--- src/rtl/booth_mul_seq.sv ---
// Iterative radix-2 Booth signed multiplier: one add/sub/no-op step per RUN cycle, 2N-bit product.
// Optional macro BOOTH_EARLY_TERM_EN: leave RUN early once the remaining multiplier bits make every later step a no-op.
module booth_mul_seq #(
  parameter int N = 8
) (
  input  logic           clk,
  input  logic           rst_n,
  input  logic           start,
  input  logic [N-1:0]   multiplicand,
  input  logic [N-1:0]   multiplier,
  output logic           busy,
  output logic           done,
  output logic [2*N-1:0] product
);

  // state  | meaning
  // S_IDLE | waiting for start; product holds the last result
  // S_RUN  | one Booth step per cycle, r_cnt steps remaining
  // S_DONE | one-cycle done pulse, product valid
  typedef enum logic [1:0] {S_IDLE, S_RUN, S_DONE} state_t;

  localparam int CW = $clog2(N + 1);

  state_t          r_state, w_state_nxt;
  logic [N-1:0]    r_m;
  logic [N:0]      r_a;
  logic [N-1:0]    r_q;
  logic            r_qm1;
  logic [CW-1:0]   r_cnt;
  logic [2*N-1:0]  r_product;

  logic            w_add, w_sub;
  logic [N:0]      w_m_ext, w_operand, w_sum, w_a_nxt;
  logic [N-1:0]    w_q_nxt;
  logic            w_last;
  logic            w_early;
  logic [2*N-1:0]  w_early_prod;

  // A is carried one bit wider than M so A +/- M cannot overflow before the shift.
  always_comb begin
    w_add     = ~r_q[0] & r_qm1;
    w_sub     = r_q[0] & ~r_qm1;
    w_m_ext   = {r_m[N-1], r_m};
    w_operand = '0;
    if (w_sub)      w_operand = ~w_m_ext;
    else if (w_add) w_operand = w_m_ext;
    w_sum     = r_a + w_operand + {{N{1'b0}}, w_sub};
    w_a_nxt   = {w_sum[N], w_sum[N:1]};
    w_q_nxt   = {w_sum[0], r_q[N-1:1]};
    w_last    = (r_cnt == CW'(1));
  end

`ifdef BOOTH_EARLY_TERM_EN
  logic [N-1:0]           w_mask;
  logic signed [2*N-1:0]  w_shifted;

  // After any shift A fits in N bits, so dropping the guard bit is safe here.
  always_comb begin
    w_mask       = ~({N{1'b1}} << r_cnt);
    w_early      = (((r_q ^ {N{r_qm1}}) & w_mask) == '0);
    w_shifted    = $signed({r_a[N-1:0], r_q}) >>> r_cnt;
    w_early_prod = w_shifted;
  end
`else
  assign w_early      = 1'b0;
  assign w_early_prod = '0;
`endif

  always_comb begin
    w_state_nxt = r_state;
    case (r_state)
      S_IDLE:  if (start) w_state_nxt = S_RUN;
      S_RUN:   if (w_early || w_last) w_state_nxt = S_DONE;
      S_DONE:  w_state_nxt = S_IDLE;
      default: w_state_nxt = S_IDLE;
    endcase
  end

  always_ff @(posedge clk or negedge rst_n) begin
    if (!rst_n) r_state <= S_IDLE;
    else        r_state <= w_state_nxt;
  end

  always_ff @(posedge clk or negedge rst_n) begin
    if (!rst_n) begin
      r_m       <= '0;
      r_a       <= '0;
      r_q       <= '0;
      r_qm1     <= 1'b0;
      r_cnt     <= '0;
      r_product <= '0;
    end else begin
      case (r_state)
        S_IDLE: begin
          if (start) begin
            r_m   <= multiplicand;
            r_a   <= '0;
            r_q   <= multiplier;
            r_qm1 <= 1'b0;
            r_cnt <= CW'(N);
          end
        end
        S_RUN: begin
          if (w_early) begin
            r_product <= w_early_prod;
            r_cnt     <= '0;
          end else begin
            r_a   <= w_a_nxt;
            r_q   <= w_q_nxt;
            r_qm1 <= r_q[0];
            r_cnt <= r_cnt - CW'(1);
            if (w_last) r_product <= {w_a_nxt[N-1:0], w_q_nxt};
          end
        end
        default: ;
      endcase
    end
  end

  assign busy    = (r_state == S_RUN);
  assign done    = (r_state == S_DONE);
  assign product = r_product;

endmodule

--- config.mk ---
export PLATFORM = sky130hd
export DESIGN_NAME = booth_mul_seq
export DESIGN_NICKNAME = d
export VERILOG_FILES = /design/src/rtl/booth_mul_seq.sv
export SDC_FILE = /design/constraint.sdc
export NUM_CORES = 1
export LEC_CHECK = 0
export ABC_AREA = 1
export BUFFER_PORTS_ARGS = -buffer_cell sky130_fd_sc_hd__buf_2
export CAP_MARGIN = 25
export CORE_MARGIN = 2
export CORE_UTILIZATION = 51
export DETAILED_ROUTE_END_ITERATION = 10
export PLACE_DENSITY = 0.76
export RECOVER_POWER = 25
export SLEW_MARGIN = 20
export SYNTH_ARGS = -nofsm -noshare
export SYNTH_HDL_FRONTEND = slang
export SYNTH_SLANG_ARGS = --single-unit
--- constraint.sdc ---
create_clock -name clk -period 2.1 [get_ports clk]
set_input_delay 0.105 -clock clk [delete_from_list [all_inputs] [get_ports clk]]
set_output_delay 0.105 -clock clk [all_outputs]
set_load 0.02 [all_outputs]
**Word-level counts from Yosys, hierarchy flattened**

Index checks and enable logic that the tools add are counted.

- $add $sub $neg: 3
- Equality and inequality tests: 5
- Muxes and demuxes: 13
- Bitwise gates (word level): 5
- Reductions and logical operators: 6

Operators by type and width:

| kind | number |
|---|---|
| $mux W9 | 3 |
| $pmux W9 S2 | 1 |
| $pmux W8 S2 | 1 |
| $add A9 B1 Y9 | 1 |
| $add A9 B9 Y9 | 1 |
| $not A9 Y9 | 1 |
| $mux W8 | 1 |
| $pmux W4 S2 | 1 |
| $reduce_and A2 Y1 | 4 |
| $eq A4 B1 Y1 const B | 1 |
| $mux W2 | 2 |
| $mux W4 | 1 |
| $pmux W2 S2 | 1 |
| $sub A4 B1 Y4 const B | 1 |
| $and A1 B1 Y1 | 2 |
| $eq A2 B1 Y1 const B | 1 |
| $eq A2 B2 Y1 const B | 1 |
| $logic_not A2 Y1 | 1 |
| $ne A2 B1 Y1 const B | 1 |
| $ne A2 B2 Y1 const B | 1 |
| $not A1 Y1 | 2 |
| $pmux W1 S2 | 1 |
| $reduce_bool A2 Y1 | 1 |
| $mux W1 | 1 |

- Output and inout bits: 18
- Register bits: 48
- Input port bits: 19

**Logic depth before layout (Yosys ltp)**

Gate-level depths: netlist of run 1.

- Word-level depth: 7
- Gate-level depth with buffers: 13
- Mapped depth without buffers: 13

**Worst setup path after synthesis of run 1**

OpenSTA, ideal clock, no wires.

- Kind: reg2reg
- From: register r_q[0]
- To: register r_a[7]
- Arrival: 1.993 ns
- Setup time: 0.118 ns
- Path buffers: 0
- Cell stages (with the launch flop): 13
- Path slack: -0.011 ns
- Required time: 1.982 ns
- Clock period less this slack: 2.111 ns
- Cell sequence: dfrtp_1 > inv_1 > nor2_1 > inv_1 > o21ai_0 > fa_1 > fa_1 > nand2_1 > nand2_1 > nand3_1 > nand3_1 > nand3_1 > nand2_1

- Cells in the longest elaborated chain, start to end: 7
- Elaborated cells on any way between the ends: 8
- Those cells by class: add/sub (2); mux (3); bitwise (3)

RTL lines:

| item | line | source |
|---|---|---|
| start: declaration | 27 | `logic [N-1:0] r_q;` |
| start signal: assignment | 98 | `r_q <= multiplier;` |
| start signal: assignment | 109 | `r_q <= w_q_nxt;` |
| $not A1 Y1 | 41 | `w_add = ~r_q[0] & r_qm1;` |
| $and A1 B1 Y1 | 41 |  |
| $mux W9 | 46 | `else if (w_add) w_operand = w_m_ext;` |
| $mux W9 | 45 | `if (w_sub) w_operand = ~w_m_ext;` |
| $add A9 B9 Y9 | 47 | `w_sum = r_a + w_operand + {{N{1'b0}}, w_sub};` |
| $add A9 B1 Y9 * | 47 |  |
| $pmux W9 S2 * | 93 | `case (r_state)` |
| end signal: assignment | 108 | `r_a <= w_a_nxt;` |
| end: declaration | 26 | `logic [N:0] r_a;` |

Every way passes the cells marked *; elsewhere a longest branch is shown, timed or not.
A chain may end at the register's enable or synchronous reset.

**Worst setup path in the final report of run 1**

- From: register r_qm1
- To: register r_product[13], in the netlist product[13]

- Cells in the longest elaborated chain, start to end: 5
- Elaborated cells on any way between the ends: 7
- Those cells by class: add/sub (2); mux (2); bitwise (3)

RTL lines:

| item | line | source |
|---|---|---|
| start: declaration | 28 | `logic r_qm1;` |
| start signal: assignment | 110 | `r_qm1 <= r_q[0];` |
| $and A1 B1 Y1 or $not A1 Y1 (tied branches) | 41, 42 |  |
| $mux W9 or $and A1 B1 Y1 (tied branches) | 46, 42 |  |
| $mux W9 | 45 |  |
| $add A9 B9 Y9 | 47 |  |
| $add A9 B1 Y9 * | 47 |  |
| end signal: assignment | 105 | `r_product <= w_early_prod;` |
| end signal: assignment | 112 | `if (w_last) r_product <= {w_a_nxt[N-1:0], w_q_nxt};` |
| end: declaration | 30 | `logic [2*N-1:0] r_product;` |

Marks and branches as above.

==> results of run 1 <==
[registers in the layout (all words and copies together) (netlist names)]
name / count
r_q: 8
r_qm1: 1
product: 16
r_cnt: 4
r_m: 8
r_a: 8
r_state: 2
[per-layer routing]
metal,vias to the layer above,routed length [µm],GRT usage
met5,-,0,0
met4,0,61,0.0617
met3,6,174,0.0428
met2,41,2270,0.319
met1,896,2360,0.278
li1,1020,-,-
[synthesized netlist by cell type, drive strengths merged]
master  number
a21o         2
fa           2
nand2      123
o22ai        2
inv         26
nand3       23
or2          2
nor2        13
xnor2        1
nand3b       2
a22oi        1
dfrtp       47
a22o         1
a31oi        1
buf          6
a21oi        4
o21ai       17
ha           9
o211ai       5
[cells by family (layout without fill, tap and decap cells)]
| group | Yosys count | count (layout) | synth area share |
|---|---|---|---|
| xor gates and xnor gates | 1 | 1 | 0.00362 |
| and+or+nand+nor | 163 | 163 | 0.290 |
| DFF | 47 | 47 | 0.486 |
| buffers and inverters | 32 | 84 | 0.0651 |
| adders and majority gates | 11 | 11 | 0.0631 |
| AOI/OAI and AO/OA | 33 | 33 | 0.0920 |
[what timing repair did]
action                                  4_1_cts  5_1_grt
pin swaps                                     4       12
endpoints found under the setup margin        7       14
hold buffers                                  4        0
gates cloned                                  0        0
gates resized for setup                       9       18
hold endpoints to repair                     23        0
setup buffers                                 1        2
[worst paths after layout]
path                                 startpoint          end
min in group asynchronous                 rst_n   r_state[0]
worst min register to register       product[2]   product[2]
worst max-delay path                      r_qm1  product[13]
max in group asynchronous                 rst_n       r_a[0]
worst max register to register            r_qm1  product[13]
worst min-delay path            multiplicand[5]       r_m[5]
[power by group]
group | leakage [nW] | total (mW) | switching (mW) | internal, mW
sequential | 0.574 | 1.65 | 0.290 | 1.36
clock | 0.0408 | 0.560 | 0.321 | 0.238
combinational | 0.889 | 2.87 | 1.76 | 1.11
[layout make-up]
| cell class | instances | area, µm² |
|---|---|---|
| inverters | 26 | 100 |
| repair buffers | 50 | 288 |
| fillers | 420 | 1760 |
| multi-input cells | 208 | 1170 |
| flip-flops and latches | 47 | 1180 |
| clock buffers | 5 | 68.8 |
| well taps | 54 | 67.6 |
| clock inverters | 3 | 23.8 |
[critical path, delay by kind of cell (launching register included)]
family / cells / cell delay, ns
AO/OA/AOI/OAI: 1 / 0.06
adder cells (fa/ha/maj): 2 / 0.72
buffers and inverters: 1 / 0.10
flip-flops: 1 / 0.43
AND/OR/NAND/NOR: 9 / 0.68
==> results.py, run 1 <==
metrics = {
    "run_status": {
        "status": "finished, violations left",
        "violations": "negative hold slack",
    },
    "route": {
        "via_per_inst": 4.99,
        "vias": 1963,
        "detail-route-antenna-nets": 0,
        "wl_per_cell_um": 12.4,
        "drt_pass1_iterations": 4,
        "drcViolationCount": 0,
        "drt-initial-drc-count": 133,
        "drt_wl_total_um": 4870,
    },
    "worst_setup_path": {
        "slowest_stage": "dfrtp_1",
        "crit_type": "register to register",
        "required_ns": 2.35,
        "end_kind": "register",
        "critical_path.max_stage_delay_ns": 0.43,
        "start_kind": "register",
        "crit_top_cell": "nand2_2",
        "rrSetupSlack_ns": 0.06,
        "cp_max_fo": 4,
        "path_cells": "inv_2 > nor2_4 > nand2_2 > o21ai_2 > fa_2 > fa_2 > nand2_2 > nand2_4 > nand3b_1 > nand2_1 > nand2_2 > nand3_2 > nand2_1",
        "arrival_ns": 2.30,
        "ff2ff_path_depth": 13,
    },
    "timing": {
        "whs_ns": -0.000235,
        "rsz0062_at_grt": "true",
        "drv_slew": 0,
        "slew_headroom": 0.269,
        "max_freq_mhz": 490,
        "timing.setup.tns_ns": 0,
        "period_minus_slack_ns": 2.04,
        "finalSetupViolCount": 0,
        "finalClockSkew_ns": 0.00937,
        "worst_slack_ns": 0.0576,
        "tightest_slew_ns": 1.10,
        "min_period_over_period": 0.973,
        "hold_viol": 1,
    },
    "synthesis": {
        "ys_ff_latch": 47,
        "syn-cell-area_um2": 2420,
        "synth_warnings": 0,
        "syn_nets": 317,
        "synthCells": 287,
        "postSynthAreaPerCell_um2": 8.43,
        "yosys.area.top_type": "dfrtp_1",
        "ys_top_cells_by_area": "dfrtp_1 (49%), nand2_1 (18%), nand3_1 (4.8%), ha_1 (4.7%), inv_1 (3.3%)",
        "yosys.cell_types.count": 29,
        "synth_top_area_share": 0.486,
        "seq_area_frac_synth": 0.486,
    },
    "clocking": {
        "clk_latency_ns": 0.31,
        "cts_made_buffers": 5,
        "clkSinkCount": 47,
        "clk_pin_slew_ns": 0.09,
        "ctsLongestPathBuffers": 2,
        "h-tree-depth": 2,
        "clockRootBuffer": "clkbuf_8",
        "cts_tree": "done",
    },
    "cells_and_area": {
        "layout_commonest_cell": "nand2_1",
        "stdcell_count": 393,
        "diodes": 0,
        "fin_nets": 368,
        "drive_gt1_frac": 0.274,
        "areaGrowthSynthToFinish_pct": 19.7,
        "final_area_um2": 2900,
        "final_cell_mix": "nand2_1 (111), dfrtp_1 (47), buf_2 (30)",
        "post-route-util": 0.621,
    },
    "floorplanning": {
        "die-area_um2": 5310,
        "die_w_um": 72.9,
        "num_rows": 25,
        "ios": 37,
        "coreArea_um2": 4660,
        "die_h_um": 72.9,
        "start_util": 0.519,
    },
    "run": {
        "drv_cap": 0,
    },
    "place": {
        "post-place-cells": 378,
        "dp.final_hpwl_um": 3440,
        "port_buffers": 36,
        "place_ws_ns": -0.0488,
        "gp_congestion": 0.902,
        "post_dp_cell_area_um2": 2670,
    },
    "global_routing": {
        "antenna_found_initial": 0,
        "gr-total-overflow": 0,
        "grt_pass1_wl_um": 8180,
        "grt_max_degree": 28,
        "track_usage": 0.201,
        "grt_pass1_vias": 1814,
    },
    "power": {
        "power.leakage_nw": 1.50,
        "powerDensity_nw_per_um2": 1750,
        "power_mw": 5.08,
        "vdd.ir_drop.worst_mv": 0.577,
    },
    "min_path": {
        "hp-class": "input pin to register",
        "hold_path_depth": 3,
    },
}
No activity file was read; power rests on OpenSTA's default activity.
==> run 2, diff against run 1 <==
--- a/config.mk
+++ b/config.mk
@@ -11,7 +11,7 @@
 export CORE_MARGIN = 2
 export CORE_UTILIZATION = 51
 export DETAILED_ROUTE_END_ITERATION = 10
-export PLACE_DENSITY = 0.76
+export PLACE_DENSITY = 0.74
 export RECOVER_POWER = 25
 export SLEW_MARGIN = 20
 export SYNTH_ARGS = -nofsm -noshare
==> run 2 against run 1 <==
The run ends with negative setup slack left. Worst hold slack gained 0.0013 ns. Critical path type unchanged. Cell area shrank 0.22%. Largest power group unchanged. Global-route usage shrank 0.45 points. Cell count grew 0.51%. Highest routed layer unchanged. Sequential cell count is the same.
==> results.py, run 2 (same netlist as run 1, synthesis figures left out) <==
metrics = {
    "cells_and_area": {
        "post-route-util": 0.620,
        "drive_gt1_frac": 0.267,
        "layout_commonest_cell": "nand2_1",
        "areaGrowthSynthToFinish_pct": 19.4,
        "fin_nets": 371,
        "largest_reg_flops": 16,
        "fillCellCount": 404,
        "diodes": 0,
        "seq_area_um2": 1180,
        "final_cell_mix": "nand2_1 (113), dfrtp_1 (47), buf_2 (35)",
        "multi_input_area_um2": 1140,
    },
    "timing": {
        "tightest_slew_ns": 0.935,
        "period_minus_slack_ns": 2.11,
        "whs_ns": 0.00105,
        "hold_viol": 0,
        "finalSetupViolCount": 2,
        "finalClockSkew_ns": 0.00593,
        "max_freq_mhz": 473,
        "worst_slack_ns": -0.0143,
        "drv_slew": 0,
        "rsz0062_at_grt": "true",
        "slew_headroom": 0.377,
        "min_period_over_period": 1.01,
    },
    "global_routing": {
        "grt_pass1_vias": 1882,
        "grt_pass1_wl_um": 8030,
        "antenna_found_initial": 0,
        "gr-total-overflow": 0,
        "track_usage": 0.197,
        "grt_max_degree": 21,
    },
    "worst_setup_path": {
        "rr_startpoint": "r_q[0]",
        "arrival_ns": 2.36,
        "rrSetupSlack_ns": -0.01,
        "critical_path.max_stage_delay_ns": 0.42,
        "crit_path_end": "product[13]",
        "ff2ff_path_depth": 13,
        "crit_top_cell": "nand2_1",
        "path_cells": "inv_2 > nor2_4 > inv_2 > o21ai_2 > fa_2 > fa_2 > nand2_2 > nand2_2 > nand3b_1 > nand2_1 > nand2_1 > nand3_1 > nand2_1",
        "cp_max_fo": 4,
        "crit_family": "adder cells",
        "start_kind": "register",
        "end_kind": "register",
        "required_ns": 2.35,
        "crit_path_start": "r_q[0]",
        "slowest_stage": "dfrtp_1",
        "r2r_end": "product[13]",
        "cp.depth": 13,
        "path_buf_inv": 2,
        "crit_type": "register to register",
    },
    "clocking": {
        "clk_latency_ns": 0.30,
        "ctsLongestPathBuffers": 2,
        "clkSinkCount": 47,
        "h-tree-depth": 2,
        "cts_tree": "done",
        "clockRootBuffer": "clkbuf_8",
        "cts_made_buffers": 5,
        "clk_pin_slew_ns": 0.08,
    },
    "place": {
        "port_buffers": 36,
        "gp_congestion": 0.839,
        "dp.final_hpwl_um": 3490,
        "place_ws_ns": -0.0390,
    },
    "power": {
        "p_seq_frac": 0.332,
        "power.leakage_nw": 1.53,
        "vdd.ir_drop.worst_mv": 0.564,
        "p_int_mw": 2.71,
        "powerDensity_nw_per_um2": 1710,
        "clock_power_share": 0.110,
        "pwr-share-comb": 0.558,
        "swShare": 0.453,
        "p_sw_mw": 2.24,
        "power_mw": 4.95,
    },
    "floorplanning": {
        "die_w_um": 72.9,
        "die_h_um": 72.9,
        "num_rows": 25,
        "start_util": 0.519,
        "ios": 37,
        "die-area_um2": 5310,
        "coreArea_um2": 4660,
    },
    "run_status": {
        "violations": "negative setup slack",
        "status": "finished, violations left",
    },
    "route": {
        "drt_wl_total_um": 4770,
        "drt_pass1_iterations": 4,
        "drcViolationCount": 0,
        "drt-initial-drc-count": 58,
        "wl_per_cell_um": 12.1,
        "detail-route-antenna-nets": 0,
        "via_per_inst": 4.91,
        "vias": 1938,
    },
    "min_path": {
        "hp-class": "input pin to register",
    },
    "run": {
        "drv_cap": 0,
    },
}
[run 2: cell type report]
cell class,count,area share
flip-flops and latches,47,0.407
clock buffers,6,0.0286
clock inverters,1,0.00173
inverters,26,0.0346
repair buffers,53,0.110
multi-input cells,208,0.395
well taps,54,0.0234
[run 2: stage by stage]
| step | std cells | TNS, ns | instance area (µm²) |
|---|---|---|---|
| finish | 395 | -0.0147 | 2890 |
| floorplan | 287 | 0 | 2420 |
| global placement | 379 | 0 | 2670 |
| CTS | 392 | 0 | 2830 |
| detailed placement | 379 | -0.160 | 2670 |
| global route | 395 | -0.707 | 2890 |
[run 2: what timing repair did]
item	4_1_cts	5_1_grt
buffers inserted	0	3
hold buffers	6	0
hold endpoints to repair	21	0
pin swaps	0	12
gates resized for setup	2	20
endpoints found under the setup margin	5	11
[run 2: metal layers]
metal,vias to the layer above,track usage,share of wire
met5,-,0,0
met4,0,0.0967,0.029
met3,15,0.0511,0.040
met2,41,0.307,0.44
met1,860,0.254,0.49
li1,1022,-,-
[run 2: worst min-delay path: stages]
cell and delay (ns):
buf_2 0.07, nand2_1 0.04, nand2_1 0.05
[run 2: power by group through the flow]
| stage | Clock [mW] | Combinational [mW] | Sequential (mW) |
|---|---|---|---|
| 5_1_grt | 0.585 | 3.15 | 1.70 |
| 3_3_place_gp | 0 | 2.54 | 1.63 |
| 4_1_cts | 0.559 | 2.61 | 1.63 |
| 2_1_floorplan | 0 | 1.79 | 1.79 |
| 6_report | 0.544 | 2.76 | 1.64 |
| 3_5_place_dp | 0 | 2.59 | 1.64 |
[run 2: how the worst min path moves through the flow]
| stage | startpoint | to | slack (ns) | cells past startpoint |
|---|---|---|---|---|
| floorplan | rst_n | product[0] | -0.19 | 0 |
| global placement | rst_n | r_q[0] | 0.06 | 1 |
| detailed placement | rst_n | r_state[0] | 0.05 | 1 |
| CTS | multiplicand[2] | r_m[2] | 0.002 | 3 |
| global route | multiplicand[6] | r_m[6] | 0.001 | 3 |
| finish | multiplicand[6] | r_m[6] | 0.001 | 3 |
